==> config.mk <==
export PLATFORM = sky130hd
export DESIGN_NAME = ipc_keyscan
export DESIGN_NICKNAME = d
export VERILOG_FILES = /design/src/rtl/ipc_keyscan.sv
export SDC_FILE = /design/constraint.sdc
export NUM_CORES = 1
export LEC_CHECK = 0
export CORE_MARGIN = 3
export CORE_UTILIZATION = 57
export CTS_BUF_LIST = sky130_fd_sc_hd__clkbuf_4 sky130_fd_sc_hd__clkbuf_8
export DETAILED_ROUTE_END_ITERATION = 10
export DONT_BUFFER_PORTS = 1
export GPL_TIMING_DRIVEN = 0
export PLACE_DENSITY_LB_ADDON = 0.12
export SLEW_MARGIN = 10
export SYNTH_ARGS = -nofsm -noshare
export SYNTH_HDL_FRONTEND = slang
export SYNTH_SLANG_ARGS = --single-unit
==> constraint.sdc <==
create_clock -name clk11 -period 7.5 [get_ports clk11]
set_input_delay 1.5 -clock clk11 [delete_from_list [all_inputs] [get_ports clk11]]
set_output_delay 1.5 -clock clk11 [all_outputs]
set_load 0.005 [all_outputs]
==> src/rtl/ipc_keyscan.sv <==
// ipc_keyscan: keyboard matrix scanner with key-event FIFO.
//
// One matrix key is examined per scan_en cycle. When a key's state differs
// from the last state reported for it, the scanner pushes a {press, code}
// event into a FIFO. If the FIFO is full, the event is held back and picked
// up again on the next pass, and the sticky overflow flag is set. A
// combinational column readout (col_data) is kept for legacy row/column
// polling.
//
// Optional feature: define IPC_KEYSCAN_DEBOUNCE_EN to compare against a
// matrix snapshot taken at idx 0 of each pass. A pass emits events only when
// its snapshot equals the snapshot of the previous pass.
//
// Ports:
//   clk11      in   system clock, rising edge
//   reset      in   asynchronous reset, active high
//   matrix     in   [KEYS]     live key state, bit r*COLS+c, 1 = pressed
//   row_sel    in   [ROWS]     legacy row select
//   col_data   out  [COLS]     OR of the selected matrix rows
//   scan_en    in              advance the scanner by one key
//   evt_valid  out             FIFO is not empty
//   evt_data   out  [CODE_W+1] {press, key code} at the FIFO head
//   evt_rd     in              pop request, ignored while empty
//   evt_count  out  [CNT_W]    FIFO occupancy
//   overflow   out             sticky: an event was held back on a full FIFO
//   ovf_clr    in              clears overflow; a same-cycle set wins
module ipc_keyscan #(
    parameter int ROWS       = 8,
    parameter int COLS       = 8,
    parameter int FIFO_DEPTH = 8,
    localparam int KEYS      = ROWS * COLS,
    localparam int CODE_W    = (KEYS > 1) ? $clog2(KEYS) : 1,
    localparam int CNT_W     = $clog2(FIFO_DEPTH) + 1
) (
    input  logic              clk11,
    input  logic              reset,
    input  logic [KEYS-1:0]   matrix,
    input  logic [ROWS-1:0]   row_sel,
    output logic [COLS-1:0]   col_data,
    input  logic              scan_en,
    output logic              evt_valid,
    output logic [CODE_W:0]   evt_data,
    input  logic              evt_rd,
    output logic [CNT_W-1:0]  evt_count,
    output logic              overflow,
    input  logic              ovf_clr
);
    localparam int AW = $clog2(FIFO_DEPTH);

    logic [KEYS-1:0]   reported;
    logic [CODE_W-1:0] idx;
    logic [CODE_W:0]   mem [FIFO_DEPTH];
    logic [AW-1:0]     wr_ptr;
    logic [AW-1:0]     rd_ptr;
    logic [CNT_W-1:0]  count;

    logic src_bit;
    logic gen_ok;
    logic differ;
    logic full;
    logic pop;
    logic push;
    logic ovf_set;

    // Legacy readout always works from the live matrix.
    always_comb begin
        col_data = '0;
        for (int unsigned r = 0; r < ROWS; r++) begin
            if (row_sel[r]) begin
                col_data = col_data | matrix[r*COLS +: COLS];
            end
        end
    end

`ifdef IPC_KEYSCAN_DEBOUNCE_EN
    logic [KEYS-1:0] snap;
    logic [KEYS-1:0] snap_prev;
    logic [KEYS-1:0] cur_src;
    logic [KEYS-1:0] prev_src;

    // At idx 0 the snapshot is being loaded this very cycle, so the compare
    // looks through to the value being latched; this keeps every key of a
    // pass judged against the same snapshot pair.
    always_comb begin
        cur_src  = snap;
        prev_src = snap_prev;
        if (idx == '0) begin
            cur_src  = matrix;
            prev_src = snap;
        end
        src_bit = cur_src[idx];
        gen_ok  = (cur_src == prev_src);
    end

    always_ff @(posedge clk11 or posedge reset) begin
        if (reset) begin
            snap      <= '0;
            snap_prev <= '0;
        end else if (scan_en && idx == '0) begin
            snap      <= matrix;
            snap_prev <= snap;
        end
    end
`else
    always_comb begin
        src_bit = matrix[idx];
        gen_ok  = 1'b1;
    end
`endif

    // A full FIFO still accepts a push when a pop retires an entry in the
    // same cycle.
    always_comb begin
        full    = (count == CNT_W'(FIFO_DEPTH));
        pop     = evt_rd && (count != '0);
        differ  = scan_en && gen_ok && (src_bit != reported[idx]);
        push    = differ && (!full || pop);
        ovf_set = differ && full && !pop;
    end

    always_ff @(posedge clk11 or posedge reset) begin
        if (reset) begin
            reported <= '0;
            idx      <= '0;
            wr_ptr   <= '0;
            rd_ptr   <= '0;
            count    <= '0;
            overflow <= 1'b0;
        end else begin
            if (scan_en) begin
                idx <= (idx == CODE_W'(KEYS - 1)) ? '0 : idx + 1'b1;
            end
            if (push) begin
                reported[idx] <= src_bit;
                wr_ptr        <= wr_ptr + 1'b1;
            end
            if (pop) begin
                rd_ptr <= rd_ptr + 1'b1;
            end
            if (push && !pop) begin
                count <= count + 1'b1;
            end else if (pop && !push) begin
                count <= count - 1'b1;
            end
            if (ovf_set) begin
                overflow <= 1'b1;
            end else if (ovf_clr) begin
                overflow <= 1'b0;
            end
        end
    end

    always_ff @(posedge clk11) begin
        if (push) begin
            mem[wr_ptr] <= {src_bit, idx};
        end
    end

    assign evt_valid = (count != '0);
    assign evt_data  = evt_valid ? mem[rd_ptr] : '0;
    assign evt_count = count;

endmodule

==> metrics.csv, run 1 <==
metric,value,unit
share of cells above drive strength 1,14.73,%
Hold Path End,wr_ptr[0],
Leak Pwr,2.777,nW
worst-path cell with the longest stage delay,dfrtp_1,
Chip Width,120.5,um
Post-synth EDFFs,56,
CTS buffer count,17,
Critical Path AT,4.74,ns
failing checks,"capacitance limit, slew limit",
R2R Setup Slk,3.11,ns
post_cts resized,0,
n_diodes,0,
P per Cell Area,435.1,nW/um^2
"wirelength, routed",22290,um
H-tree depth,4,
data required time of the worst path,7.85,ns
initial antenna violation count,0,
HP Class,reg -> reg,
postcts setup bufs,0,
CP Class,reg -> reg,
WP buf/inv,4,
Routability Congestion,0.9629,
I/O Pins,98,
FP Rows,41,
Reg2Reg Depth,17,
largest net degree at the start of global routing,45,
Worst R2R Start,idx[2],
Max stage delay on crit path,0.50,ns
ys flop type,dfrtp_1,
final setup margin,3.107,ns
fin nets,784,
DP Worst Slack,2.809,ns
All-Layer GR Usage,30.85,%
fill count,1054,
core area,12720,sq um
Vias/cell,7.231,
# DRC,0,
Initial Utilization,58.78,%
"CP delay by family, top",buffers and inverters,
FMAX,227.6,MHz
register bit total from synthesis,137,
Congestion Overflow GR,0,
synthesized area,7478,sq um
Synthesized Nets,763,
fraction of registers with async set/reset,59.12,%
critical path cell sequence,buf_2 > buf_2 > buf_2 > mux2i_1 > o221ai_1 > o21ai_0 > nand4_1 > xnor2_4 > and3_4 > ha_1 > inv_1 > ha_1 > a21o_1 > a21oi_1 > xnor2_1 > nor2_1 > xor2_1,
Peak VDD IR,0.0002277,V
vias in the first global route,6123,
RSZ-0062 raised after global routing,false,
hold depth,1,
sequential share of the synthesized area,49.59,%
global-route wire length before repair,34200,um
Most common cell on crit path,buf_2,
Die H,120.5,um
Root Buffer,clkbuf_8,
CTS tree,yes,
relative slew slack,-0.05799,%
average size of a mapped cell,11.01,sq um
r2r endpoint,evt_count[3],
DR vias,6399,
P&R area growth vs syn,8.884,%
max cap viols,1,
detailed router's first-iteration violation count,1121,
# placed instances,853,
Fin. Hold Viols,0,
CTS max path bufs,2,
Clock Sinks,137,
status,finished with violations,
fin crit share,58.57,%
Setup Viol. Count Final,0,
clk_lat worst skew,0.47,ns
Cell variety after synth,59,
hold-fix buffers at CTS,0,
die area,14530,sq um
Yosys warning total,0,
top cell type's share of synthesized area,27.10,%
Hold Startpoint,wr_ptr[0],
Tmin final,4.393,ns
TNS Setup,0,ns
"CTS clk-pin slew, worst paths",0.09,ns
Critical Path Start Type,flip-flop,
CP Capture Type,flip-flop,
Layout Cells excl Fill,885,
final HPWL from detailed placement,15490,um
WL/cell,25.19,um
worst slew pin tran,1.489,ns
Max Slew Vio Count,1,
cell type with the largest total area after synthesis,dfrtp_1,
drt pass-1 iters,8,
worst-path maximum fanout,10,
Mapped Cells,679,
Routed Antenna Nets,0,
port bufs,0,
Clock Skew,0.01297,ns
"top cells by area, synth","dfrtp_1 27%, edfxtp_1 22%, o21ai_0 8.6%, mux4_2 8.4%, a21oi_1 4.8%",
==> final cells by class <==
type | count | area (sq um) | share of cell area (%)
inverters | 10 | 40.04 | 0.4917
multi-input cells | 488 | 3523 | 43.27
well taps | 172 | 215.2 | 2.643
clock inverters | 15 | 173.9 | 2.136
repair buffers | 2 | 27.53 | 0.3380
clock buffers | 17 | 234.0 | 2.873
plain buffers | 44 | 220.2 | 2.704
flip-flops and latches | 137 | 3709 | 45.54
==> registers in the layout, indices dropped and copies added (netlist names) <==
| name | cells |
|---|---|
| wr_ptr | 3 |
| evt_count | 4 |
| overflow | 1 |
| idx | 6 |
| mem | 56 |
| rd_ptr | 3 |
| reported | 64 |
==> routing by layer <==
metal / vias up / share of wire, % / global-route usage (%)
li1: 2688 / - / -
met1: 3122 / 39 / 42.56
met2: 496 / 46 / 47.47
met3: 93 / 12 / 8.138
met4: 0 / 3.7 / 11.61
met5: - / 0 / 0
==> cells by family after synthesis <==
kind of cell	Yosys count	synth area share, %
AND/OR/NAND/NOR	133	10.17
flip-flops	137	49.59
buffers and inverters	54	3.447
AO/OA/AOI/OAI	281	21.58
adder cells (fa/ha/maj)	7	1.272
multiplexers	56	12.40
XOR/XNOR	11	1.539
==> worst max path at each step <==
stage	depth (start not counted)	end	from
2_1_floorplan	16	evt_count[3]	matrix[21]
4_1_cts	5	evt_data[5]	rd_ptr[0]
3_5_place_dp	9	mem[1][0]	matrix[21]
5_1_grt	10	mem[0][1]	idx[2]
3_3_place_gp	9	mem[0][0]	matrix[21]
6_report	17	evt_count[3]	idx[2]
==> where the power goes <==
part / switching [W] / internal, W / total [W]
Combinational: 0.00109 / 0.000627 / 0.00171
Clock: 0.000322 / 0.000308 / 0.000629
Sequential: 0.000167 / 0.00103 / 0.00120
==> synthesized netlist by cell type (3+ instances only) <==
cell type	n
a21oi_1	71
a221oi_1	11
a22oi_1	39
a31oi_1	5
buf_1	5
buf_2	8
buf_4	4
buf_6	4
clkbuf_1	23
dfrtp_1	81
edfxtp_1	56
ha_1	6
inv_1	10
mux2_2	8
mux2i_1	18
mux4_2	28
nand2_1	33
nand2b_1	4
nand3_1	14
nand3b_1	4
nand4_1	12
nand4_2	5
nor2_1	31
nor2b_1	6
nor3_1	5
nor4_4	3
o21ai_0	129
o21ai_1	8
o221ai_1	5
xnor2_1	8
==> worst reg2reg max path, delay by kind of cell (launching register included) <==
| family | cells | cell delay [ns] |
|---|---|---|
| flops | 1 | 0.50 |
| compound gates | 4 | 0.72 |
| buf+inv | 4 | 1.15 |
| fa+ha+maj | 2 | 0.47 |
| simple gates | 3 | 0.63 |
| xor+xnor | 3 | 0.58 |
| mux | 1 | 0.22 |
==> layout by cell type (no fill, tap or decap), types with 5 or more instances in the layout <==
master,netlist,final
ha_1,6,6
a21oi_1,71,71
buf_2,8,8
nand4_1,12,12
dfrtp_1,81,81
o21ai_1,8,8
nand4_2,5,5
edfxtp_1,56,56
nor2_1,31,31
mux4_2,28,28
buf_1,5,5
xnor2_1,8,8
clkbuf_1,23,23
mux2i_1,18,18
clkbuf_8,0,17
buf_4,4,5
inv_6,0,8
a221oi_1,11,11
o21ai_0,129,129
o221ai_1,5,5
nor2b_1,6,6
nand2_1,33,33
a22oi_1,39,39
inv_1,10,9
mux2_2,8,8
a31oi_1,5,5
nand3_1,14,14
==> stage by stage <==
stage	power, W	util, %	instance area [sq um]	hold WS (ns)
final	0.003543	64.00	8143	0.5257
after global routing	0.003737	64.00	8143	0.5658
after CTS	0.003507	63.97	8138	0.5304
after detailed placement	0.002878	60.76	7730	0.5148
after global placement	0.002823	60.47	7694	0.5025
after floorplan	0.002407	-	7478	0.4802
Note: power is estimated with default switching activity, not from simulation.
==> run 2: changes to the inputs <==
==> constraint.sdc (replaced) <==
create_clock -name clk11 -period 3.82 [get_ports clk11]
set_input_delay 0.764 -clock clk11 [delete_from_list [all_inputs] [get_ports clk11]]
set_output_delay 0.764 -clock clk11 [all_outputs]
set_load 0.005 [all_outputs]
==> run 2 against run 1 <==
  * The run now ends clean
  * Critical path type unchanged
  * Routed wire length rose by 1.7%
  * Count of clock-buffer cells in the layout did not move
  * Highest routed layer unchanged
  * First-iteration DRC count fell by 12%
  * Critical path depth rose by 1
  * Global-route usage rose by 0.089 points
  * Largest cell class unchanged
==> metrics.csv, run 2 (synthesized netlist as in run 1, its figures left out) <==
metric,value,unit
Max Slew Vio Count,0,
Fin. Hold Viols,0,
Routability Congestion,0.9629,
Largest regs,"reported (64), mem (56), idx (6)",
n_diodes,0,
largest net degree at the start of global routing,45,
critical path cell sequence,buf_12 > clkbuf_4 > inv_1 > a221oi_1 > o221ai_1 > o2111ai_1 > and4bb_1 > buf_12 > xnor2_4 > and3_4 > ha_1 > inv_1 > ha_1 > a21o_1 > a21oi_1 > xnor2_1 > nor2_1 > xor2_1,
# placed instances,853,
Chip Width,120.5,um
"CTS clk-pin slew, worst paths",0.08,ns
Initial Utilization,58.78,%
clock power share,16.6,%
All-Layer GR Usage,30.94,%
fin crit share,98.21,%
# DRC,0,
CTS tree,yes,
Sw Share,43.50,%
WL/cell,25.21,um
TNS Setup,0,ns
"CP delay by family, top",compound AO/OA/AOI/OAI gates,
worst-path maximum fanout,10,
Vias/cell,7.176,
data required time of the worst path,4.16,ns
H-tree depth,4,
R2R Setup Slk,0.07,ns
P&R area growth vs syn,12.48,%
drt pass-1 iters,6,
CTS buffer count,17,
CP Capture Type,flip-flop,
Max stage delay on crit path,0.40,ns
global-route wire length before repair,34330,um
status,"finished, final reports clean",
hold-fix buffers at CTS,0,
die area,14530,sq um
Clock Sinks,137,
"commonest non-fill, non-tap cells in the layout","128 x o21ai_0, 76 x dfrtp_1, 71 x a21oi_1, 56 x edfxtp_1, 39 x a22oi_1",
Peak VDD IR,0.0004625,V
detailed router's first-iteration violation count,989,
fill count,1024,
Die H,120.5,um
core area,12720,sq um
HP Class,in -> async,
Flop pwr share,31.9,%
Int Pwr,0.004176,W
FP Rows,41,
Largest register FFs,64,
final HPWL from detailed placement,15490,um
fin nets,798,
Top reg by flops,reported,
Tmin final,3.752,ns
WP buf/inv,5,
Routed Antenna Nets,0,
CP Class,reg -> reg,
Critical Path Start Type,flip-flop,
DR vias,6451,
initial antenna violation count,0,
Fin Hold WS,0.2060,ns
Layout Cells excl Fill,899,
"commonest non-fill, non-tap cell in the layout",o21ai_0,
Root Buffer,clkbuf_8,
RSZ-0062 raised after global routing,true,
worst slew pin tran,1.420,ns
P per Cell Area,878.5,nW/um^2
worst-path cell with the longest stage delay,dfrtp_2,
Clock Skew,0.01387,ns
Congestion Overflow GR,0,
clk_lat worst skew,0.46,ns
vias in the first global route,6163,
final setup margin,0.06829,ns
I/O Pins,98,
"wirelength, routed",22670,um
DP Worst Slack,-0.4975,ns
FMAX,266.5,MHz
"Core Util, Final",66.12,%
share of cells above drive strength 1,19.94,%
NetSw,0.003215,W
port bufs,0,
Setup Viol. Count Final,0,
CTS max path bufs,2,
Comb power frac,51.4,%
relative slew slack,4.625,%
max cap viols,0,
Leak Pwr,2.901,nW
Critical Path AT,4.09,ns
[run 2: cell count changes in the layout (fill, tap and decap cells not counted), sizes merged]
cell	delta
buf	+12
clkbuf	+2
[run 2: through the flow]
step,power (W),instance area [sq um]
2_1_floorplan,0.004725,7478
3_3_place_gp,0.005542,7694
3_5_place_dp,0.005650,7730
4_1_cts,0.006959,8213
5_1_grt,0.007776,8412
6_report,0.007390,8412
[run 2: power by group through the flow]
stage / sequential, W / clock (W) / combinational, W
2_1_floorplan: 0.00227 / 0 / 0.00246
3_3_place_gp: 0.00234 / 0 / 0.00320
3_5_place_dp: 0.00238 / 0 / 0.00327
4_1_cts: 0.00233 / 0.00124 / 0.00339
5_1_grt: 0.00241 / 0.00131 / 0.00406
6_report: 0.00236 / 0.00123 / 0.00380
[run 2: final cells by class]
type	instances	area, sq um	share of cell area [%]
Sequential cell	137	3715	44.16
Clock buffer	17	234.0	2.781
Inverter	10	40.04	0.4760
Tap cell	172	215.2	2.558
Buffer	42	285.3	3.391
Clock inverter	15	173.9	2.068
Multi-Input combinational cell	488	3601	42.81
Timing Repair Buffer	18	147.6	1.755
[run 2: final timing paths]
kind	from	cells after the start	endpoint
worst max-delay path	idx[1]	18	evt_count[3]
worst min-delay path	reset	1	evt_count[1]
worst max register to register	idx[1]	18	evt_count[3]
worst min register to register	wr_ptr[0]	1	wr_ptr[0]
max in group asynchronous	reset	2	reported[3]
min in group clk11	ovf_clr	1	overflow
[run 2: routing by layer]
metal	track usage, %	vias to the layer above	wire, um
met5	0	-	0
met4	10.76	0	799
met3	8.232	98	2716
met2	48.34	497	10530
met1	42.35	3129	8618
li1	-	2727	-
[run 2: timing repair]
action	CTS	global route
pin swaps	1	5
gates resized for setup	13	38
setup endpoints to repair	59	16
buffers inserted	6	10
